## config.mk

```make
export PLATFORM = sky130hd
export DESIGN_NAME = shift_issue_buffer
export DESIGN_NICKNAME = d
export VERILOG_FILES = /design/src/rtl/shift_pkg.sv /design/src/rtl/sa_resolve.sv /design/src/rtl/shift_issue_buffer.sv
export SDC_FILE = /design/constraint.sdc
export NUM_CORES = 1
export LEC_CHECK = 0
export BUFFER_PORTS_ARGS = -buffer_cell sky130_fd_sc_hd__buf_2
export CAP_MARGIN = 5
export CORE_MARGIN = 4
export CORE_UTILIZATION = 35
export CTS_CLUSTER_DIAMETER = 100
export DETAILED_ROUTE_END_ITERATION = 6
export SLEW_MARGIN = 20
export SYNTH_ARGS = -nofsm -noshare
export SYNTH_HDL_FRONTEND = slang
export SYNTH_SLANG_ARGS = --single-unit
```

## constraint.sdc

```tcl
create_clock -name clk -period 2.4 [get_ports clk]
set_input_delay 0.12 -clock clk [delete_from_list [all_inputs] [get_ports clk]]
set_output_delay 0.12 -clock clk [all_outputs]
set_load 0.005 [all_outputs]
```

## src/rtl/shift_pkg.sv

```systemverilog
// Shared types and constants for the shifter issue stage: widths, FSM encoding
// and the entry bundle held by both the main and skid registers.
package shift_pkg;

   localparam int DW     = 32;
   localparam int RW     = 5;
   localparam int SAW    = 5;
   localparam int SA_LUI = 16;

   typedef enum logic [1:0] {
      ST_EMPTY = 2'd0,
      ST_ONE   = 2'd1,
      ST_FULL  = 2'd2
   } state_t;

   typedef struct packed {
      logic [DW-1:0]  data;
      logic [SAW-1:0] sa;
      logic           right;
      logic           arith;
      logic [RW-1:0]  dest;
   } entry_t;

   // LUI travels as a left shift with the arith bit set.
   function automatic logic is_lui(input logic right, input logic arith);
      return !right && arith;
   endfunction

endpackage

```

## src/rtl/sa_resolve.sv

```systemverilog
// Combinational shift-amount selection: immediate shamt, low bits of rs,
// or the fixed LUI amount.
module sa_resolve
   import shift_pkg::*;
(
   input  logic           sel_var,
   input  logic [SAW-1:0] rs_low,
   input  logic [SAW-1:0] shamt,
   input  logic           right,
   input  logic           arith,
   output logic [SAW-1:0] sa
);

   localparam logic [SAW-1:0] SA_LUI_W = SAW'(SA_LUI);

   always_comb begin
      sa = shamt;
      if (is_lui(right, arith)) begin
         sa = SA_LUI_W;
      end else if (sel_var) begin
         sa = rs_low;
      end
   end

endmodule

```

## src/rtl/shift_issue_buffer.sv

```systemverilog
// Two-entry skid buffer feeding the execute-stage shifter. in_ready is a flop
// so the decode-side ready path never sees downstream combinational logic.
module shift_issue_buffer
   import shift_pkg::*;
(
   input  logic           clk,
   input  logic           rst,
   input  logic           in_valid,
   output logic           in_ready,
   input  logic [DW-1:0]  in_data,
   input  logic [DW-1:0]  in_rs,
   input  logic [SAW-1:0] in_shamt,
   input  logic           in_var,
   input  logic           in_right,
   input  logic           in_arith,
   input  logic [RW-1:0]  in_dest,
   input  logic           flush,
   output logic           out_valid,
   input  logic           out_ready,
   output logic [DW-1:0]  out_data,
   output logic [31:0]    out_sa,
   output logic           out_right,
   output logic           out_arith,
   output logic [RW-1:0]  out_dest
);

   state_t         state_q, state_d;
   entry_t         main_q, main_d;
   entry_t         skid_q, skid_d;
   logic           in_ready_q;
   logic [SAW-1:0] sa_res;
   entry_t         in_entry;
   logic           accept;
   logic           take;

   // Only the low SAW bits of rs select the amount.
   logic unused_rs_hi;
   assign unused_rs_hi = &{1'b0, in_rs[DW-1:SAW]};

   sa_resolve u_sa_resolve (
      .sel_var (in_var),
      .rs_low  (in_rs[SAW-1:0]),
      .shamt   (in_shamt),
      .right   (in_right),
      .arith   (in_arith),
      .sa      (sa_res)
   );

   always_comb begin
      in_entry       = '0;
      in_entry.data  = in_data;
      in_entry.sa    = sa_res;
      in_entry.right = in_right;
      in_entry.arith = in_arith;
      in_entry.dest  = in_dest;
   end

   assign out_valid = (state_q != ST_EMPTY);
   assign in_ready  = in_ready_q;
   assign accept    = in_valid && in_ready_q;
   assign take      = out_valid && out_ready;

   always_comb begin
      state_d = state_q;
      main_d  = main_q;
      skid_d  = skid_q;
      if (flush) begin
         // A same-cycle take already left; everything else is killed.
         state_d = ST_EMPTY;
      end else begin
         case (state_q)
            ST_EMPTY: begin
               if (accept) begin
                  main_d  = in_entry;
                  state_d = ST_ONE;
               end
            end
            ST_ONE: begin
               if (accept && take) begin
                  main_d = in_entry;
               end else if (accept) begin
                  skid_d  = in_entry;
                  state_d = ST_FULL;
               end else if (take) begin
                  state_d = ST_EMPTY;
               end
            end
            ST_FULL: begin
               if (take) begin
                  main_d  = skid_q;
                  state_d = ST_ONE;
               end
            end
            default: begin
               state_d = ST_EMPTY;
            end
         endcase
      end
   end

   always_ff @(posedge clk or posedge rst) begin
      if (rst) begin
         state_q    <= ST_EMPTY;
         main_q     <= '0;
         skid_q     <= '0;
         in_ready_q <= 1'b1;
      end else begin
         state_q    <= state_d;
         main_q     <= main_d;
         skid_q     <= skid_d;
         in_ready_q <= (state_d != ST_FULL);
      end
   end

   assign out_data  = main_q.data;
   assign out_sa    = {{(32-SAW){1'b0}}, main_q.sa};
   assign out_right = main_q.right;
   assign out_arith = main_q.arith;
   assign out_dest  = main_q.dest;

endmodule
```

Word level (Yosys, flattened, before mapping) --
Cells that the tools add are included.
Cells by class: equal/unequal tests 6, muxes and demuxes 13, reduce and logical (&&, ||, !) cells 10, bitwise gates (word level) 2
Operators by type and width (number):
- $mux W44 | 3
- $pmux W44 S3 | 1
- $mux W2 | 6
- $mux W5 | 2
- $ne A2 B2 Y1 const B | 4
- $pmux W2 S3 | 1
- $reduce_and A5 Y1 | 1
- $logic_and A1 B1 Y1 | 4
- $reduce_and A4 Y1 | 1
- $reduce_bool A3 Y1 | 1
- $eq A2 B1 Y1 const B | 1
- $eq A2 B2 Y1 const B | 1
- $logic_not A2 Y1 | 1
- $not A1 Y1 | 2
- $reduce_bool A2 Y1 | 1
- $logic_not A1 Y1 | 1
Storage, ports and cells: word-level logic and storage cells 43, register bits 91, input bits 82

Logic depth before layout (Yosys ltp) --
word-level depth 8, gate-level depth with buffers 7, depth with buffers taken out 4

Modules after synthesis --
From an unflattened synthesis, not the netlist that was laid out.
Second synthesis, totals: cell total of the unflattened synthesis 344, area total of the unflattened synthesis 4176.5 µm²
Modules (own cells, without submodules):
- shift_issue_buffer | area an instance 4090.2 µm², times used 1, cells each 332
- sa_resolve | area an instance 86.3 µm², times used 1, cells each 12

Worst setup path after synthesis --
Ideal clock, no wire load.
path type register to register, start point register in_ready_q, in the netlist in_ready, end point register main_q, in the netlist out_sa[4], data arrival time 1.604 ns, clock period less this slack 1.732 ns, path buffers 1, slack 0.668 ns, cell stages (with the launch flop) 5, cells stage by stage dfstp_2 > nand2_1 > o41ai_2 > buf_2 > mux2_1
On the way: word-level cells in the longest chain between the ends 4, elaborated cells on any way between the ends 5
Ends and longest elaborated chain:
- start, declared | RTL line shift_issue_buffer.sv:30 | logic in_ready_q;
- start signal, assigned | RTL line shift_issue_buffer.sv:111 | in_ready_q <= (state_d != ST_FULL);
- $logic_and A1 B1 Y1 * | RTL line shift_issue_buffer.sv:60 | assign accept = in_valid && in_ready_q;
- $logic_and A1 B1 Y1 | RTL line shift_issue_buffer.sv:79 | if (accept && take) begin
- $ne A2 B2 Y1 (no line)
- $reduce_and A5 Y1 (no line) *
- end signal, assigned | RTL line shift_issue_buffer.sv:109 | main_q <= main_d;
- end, declared | RTL line shift_issue_buffer.sv:28 | entry_t main_q, main_d;
Every way passes the cells marked *; elsewhere a longest branch is shown, timed or not. A chain may end at the register's enable or synchronous reset.

Worst setup path in the final report --
start point register state_q[1], end point register skid_q[35] (netlist name)
On the way: word-level cells in the longest chain between the ends 5, elaborated cells on any way between the ends 6
Ends and longest elaborated chain:
- start, declared | RTL line shift_issue_buffer.sv:27 | state_t state_q, state_d;
- start signal, assigned | RTL line shift_issue_buffer.sv:108 | state_q <= state_d;
- $reduce_bool A2 Y1 | RTL line shift_issue_buffer.sv:58 | assign out_valid = (state_q != ST_EMPTY);
- $logic_and A1 B1 Y1 | RTL line shift_issue_buffer.sv:61 | assign take = out_valid && out_ready;
- $logic_and A1 B1 Y1 | RTL line shift_issue_buffer.sv:79
- $not A1 Y1 (no line)
- $reduce_and A4 Y1 (no line) *
- end signal, assigned | RTL line shift_issue_buffer.sv:110 | skid_q <= skid_d;
- end, declared | RTL line shift_issue_buffer.sv:29 | entry_t skid_q, skid_d;
Marks and branches as above.

==> results.toml <==
[routing]
vias = 3010
detail-route-antenna-nets = 0
routed_via_density = 4.79
totalWireLength_um = 9090
dr.pass1.iters = 4
drtIter0Drc = 109
drcViolationCount = 0
routedWlPerCell_um = 14.4

[setup_path]
arrival_ns = 2.09
critPathCapture = "skid_q[35]$_DFFE_PP0P_"
crit_chain = "nand4b_1, or3_2, buf_4, mux2_2"
cp-startpoint = "state_q[1]$_DFF_PP0_"
r2r_end = "skid_q[35]$_DFFE_PP0P_"
path_max_fanout = 31
cp.required_ns = 2.61
r2r_start = "state_q[1]$_DFF_PP0_"
reg2regPathDepth = 4
startpoint_type = "flip-flop"
slowest_stage = "dfrtp_1"
worstSetupPathType = "reg -> reg"
endpoint_kind = "flip-flop"
r2r_slack_ns = 0.53
cpPeakStageDelay_ns = 0.47

[sta]
finalWorstSetupSlack_ns = 0.525
fin_tns_setup_ns = 0
hold_viol_final = 0
slew_viol_final = 0
fin_skew_ns = 0.00393
period_minus_slack_ns = 1.87
worst_hold_slack_ns = 0.0335
tightestPinTransition_ns = 0.662
post-route-period-util_pct = 78.1
slew_headroom_pct = 55.8
fmax_mhz = 533
setup_viol = 0
rsz0062_at_grt = "false"

[floorplanning]
ios = 155
fp.dieH_um = 116
start_util_pct = 35.6
fp.dieArea_mm2 = 0.0134
die_w_um = 116
coreArea_mm2 = 0.0114
rows = 39

[grt]
grt_antenna_before_repair = 0
grt_max_degree = 64
grt_pass1_wl_um = 14700
globalRoute.totalOverflow = 0
track_usage_pct = 14.0
grt_pass1_vias = 2976

[layout]
drive_above_1_share_pct = 34.8
fillCellCount = 1115
nets = 563
antennaDiodeCount = 0
mostFrequentLayoutCells = "buf_2, dfrtp_1, nand2_1"
syn_to_final_growth_pct = 21.7
stdcell_area_mm2 = 0.00493
mostFrequentLayoutCell = "buf_2"

[logic_synthesis]
yosys_warnings = 0
synthAdderAreaFrac_pct = 0
synth.area.top_cells = "dfrtp_1, mux2_2, nand2_1"
syn_inst = 388
synth_area_mm2 = 0.00405
avgSynthCellArea_um2 = 10.4
synthSimpleGateAreaFrac_pct = 13.7
yosysSeqAreaShare_pct = 56.2
synth-xor-area-share_pct = 0.216
ys_seq_elements = 91
ys_types = 30
yosysTopAreaCell = "dfrtp_1"
synth_top_area_share_pct = 55.6
synth_compound_area_share_pct = 9.51
synth_top_family_by_area = "simple AND/OR/NAND/NOR gates"
synth.area.mux_share_pct = 12.1

[clocking]
cts_resized = 0
clock_path_buffers = 2
clock_latency_ns = 0.33
cts_buffers = 9
clock-sinks = 91
clock-root-buffer = "clkbuf_16"
path_clk_slew_ns = 0.06
cts_tree = "built"
postCtsSetupRepairBufs = 0
htree_levels = 3

[worst_hold_path]
hold_path_class = "in -> reg"

[power]
vdd_drop_max_mv = 0.340
p_leak_nw = 2.33
total_power_mw = 4.28
powerDensity_mw_per_mm2 = 868

[job]
max_cap_violations = 0

[place]
io_buffers = 100
dp_hpwl_um = 6190
pre_cts_slack_ns = 0.527
dpl-instance-area_mm2 = 0.00462
gp_congestion = 0.723

[status]
status = "finished clean"
-- worst max-delay path: cells and delay by family, from the launching register on --
kind	cells	cell delay (ns)
buf+inv	1	0.28
flops	1	0.47
mux	1	0.32
simple gates	2	0.68
-- how the worst min path moves through the flow --
stage | startpoint | end | cells after the start
after floorplan | flush | state_q[0]$_DFF_PP0_ | 1
after global placement | rst | out_data[13]$_DFFE_PP0P_ | 2
after detailed placement | rst | skid_q[25]$_DFFE_PP0P_ | 2
after CTS | in_data[6] | skid_q[18]$_DFFE_PP0P_ | 2
after global routing | in_data[29] | skid_q[41]$_DFFE_PP0P_ | 2
final | in_data[6] | skid_q[18]$_DFFE_PP0P_ | 2
-- what timing repair did --
item	CTS	global route
endpoints found under the setup margin	0	0
hold endpoints to repair	28	0
hold buffers	1	0
-- metal layers --
layer / share of wire, % / GRT usage [%] / vias to the layer above
met2: 47 / 22.9 / 82
met1: 44 / 18.1 / 1480
met4: 0.98 / 3.60 / 0
met3: 7.5 / 4.54 / 7
li1: - / - / 1441
met5: 0 / 0 / -
-- cells in the mapped netlist, drive strengths merged --
cell type / instances
nor2b: 4
mux2i: 4
nand4bb: 1
mux2: 40
clkbuf: 16
dfrtp: 90
o31ai: 4
nand4b: 1
nand2b: 2
a211oi: 1
xor2: 1
dfstp: 1
o211ai: 4
nor2: 40
nand2: 89
a211o: 1
or2: 1
or3: 1
a31oi: 39
a2bb2oi: 1
inv: 2
buf: 37
o21a: 4
o41ai: 1
conb: 1
o21ai: 2
-- layout make-up --
| cell class | count | area [um2] | share of cell area, % |
|---|---|---|---|
| clock buffer | 12 | 256 | 5.20 |
| clock inverter | 4 | 48.8 | 0.989 |
| inverter | 2 | 11.3 | 0.228 |
| multi-input combinational | 268 | 1560 | 31.7 |
| sequential | 91 | 2280 | 46.2 |
| tap | 143 | 179 | 3.63 |
| timing repair buffer | 109 | 596 | 12.1 |
-- sequential cells by signal, summed over array words and instances, names as in the netlist --
name / flops
skid_q: 44
out_data: 32
out_dest: 5
out_sa: 5
state_q: 2
in_ready: 1
out_arith: 1
out_right: 1
-- where the power goes --
part	internal (mW)	total (mW)	switching, mW
combinational	0.411	0.750	0.340
sequential	1.91	2.10	0.185
clock	0.863	1.44	0.573
-- stage by stage --
stage / cells / util, %
floorplan: 414 / -
detailed placement: 612 / 40.6
global placement: 612 / 40.6
finish: 629 / 43.4
CTS: 629 / 43.4
global route: 629 / 43.4
-- cells by family after synthesis --
| kind of cell | count (synthesis) |
|---|---|
| DFF | 91 |
| muxes | 44 |
| buffers and inverters | 55 |
| xor gates and xnor gates | 1 |
| other | 1 |
| AOI/OAI and AO/OA | 57 |
| and+or+nand+nor | 139 |
Note: power is estimated with default switching activity, not from simulation.
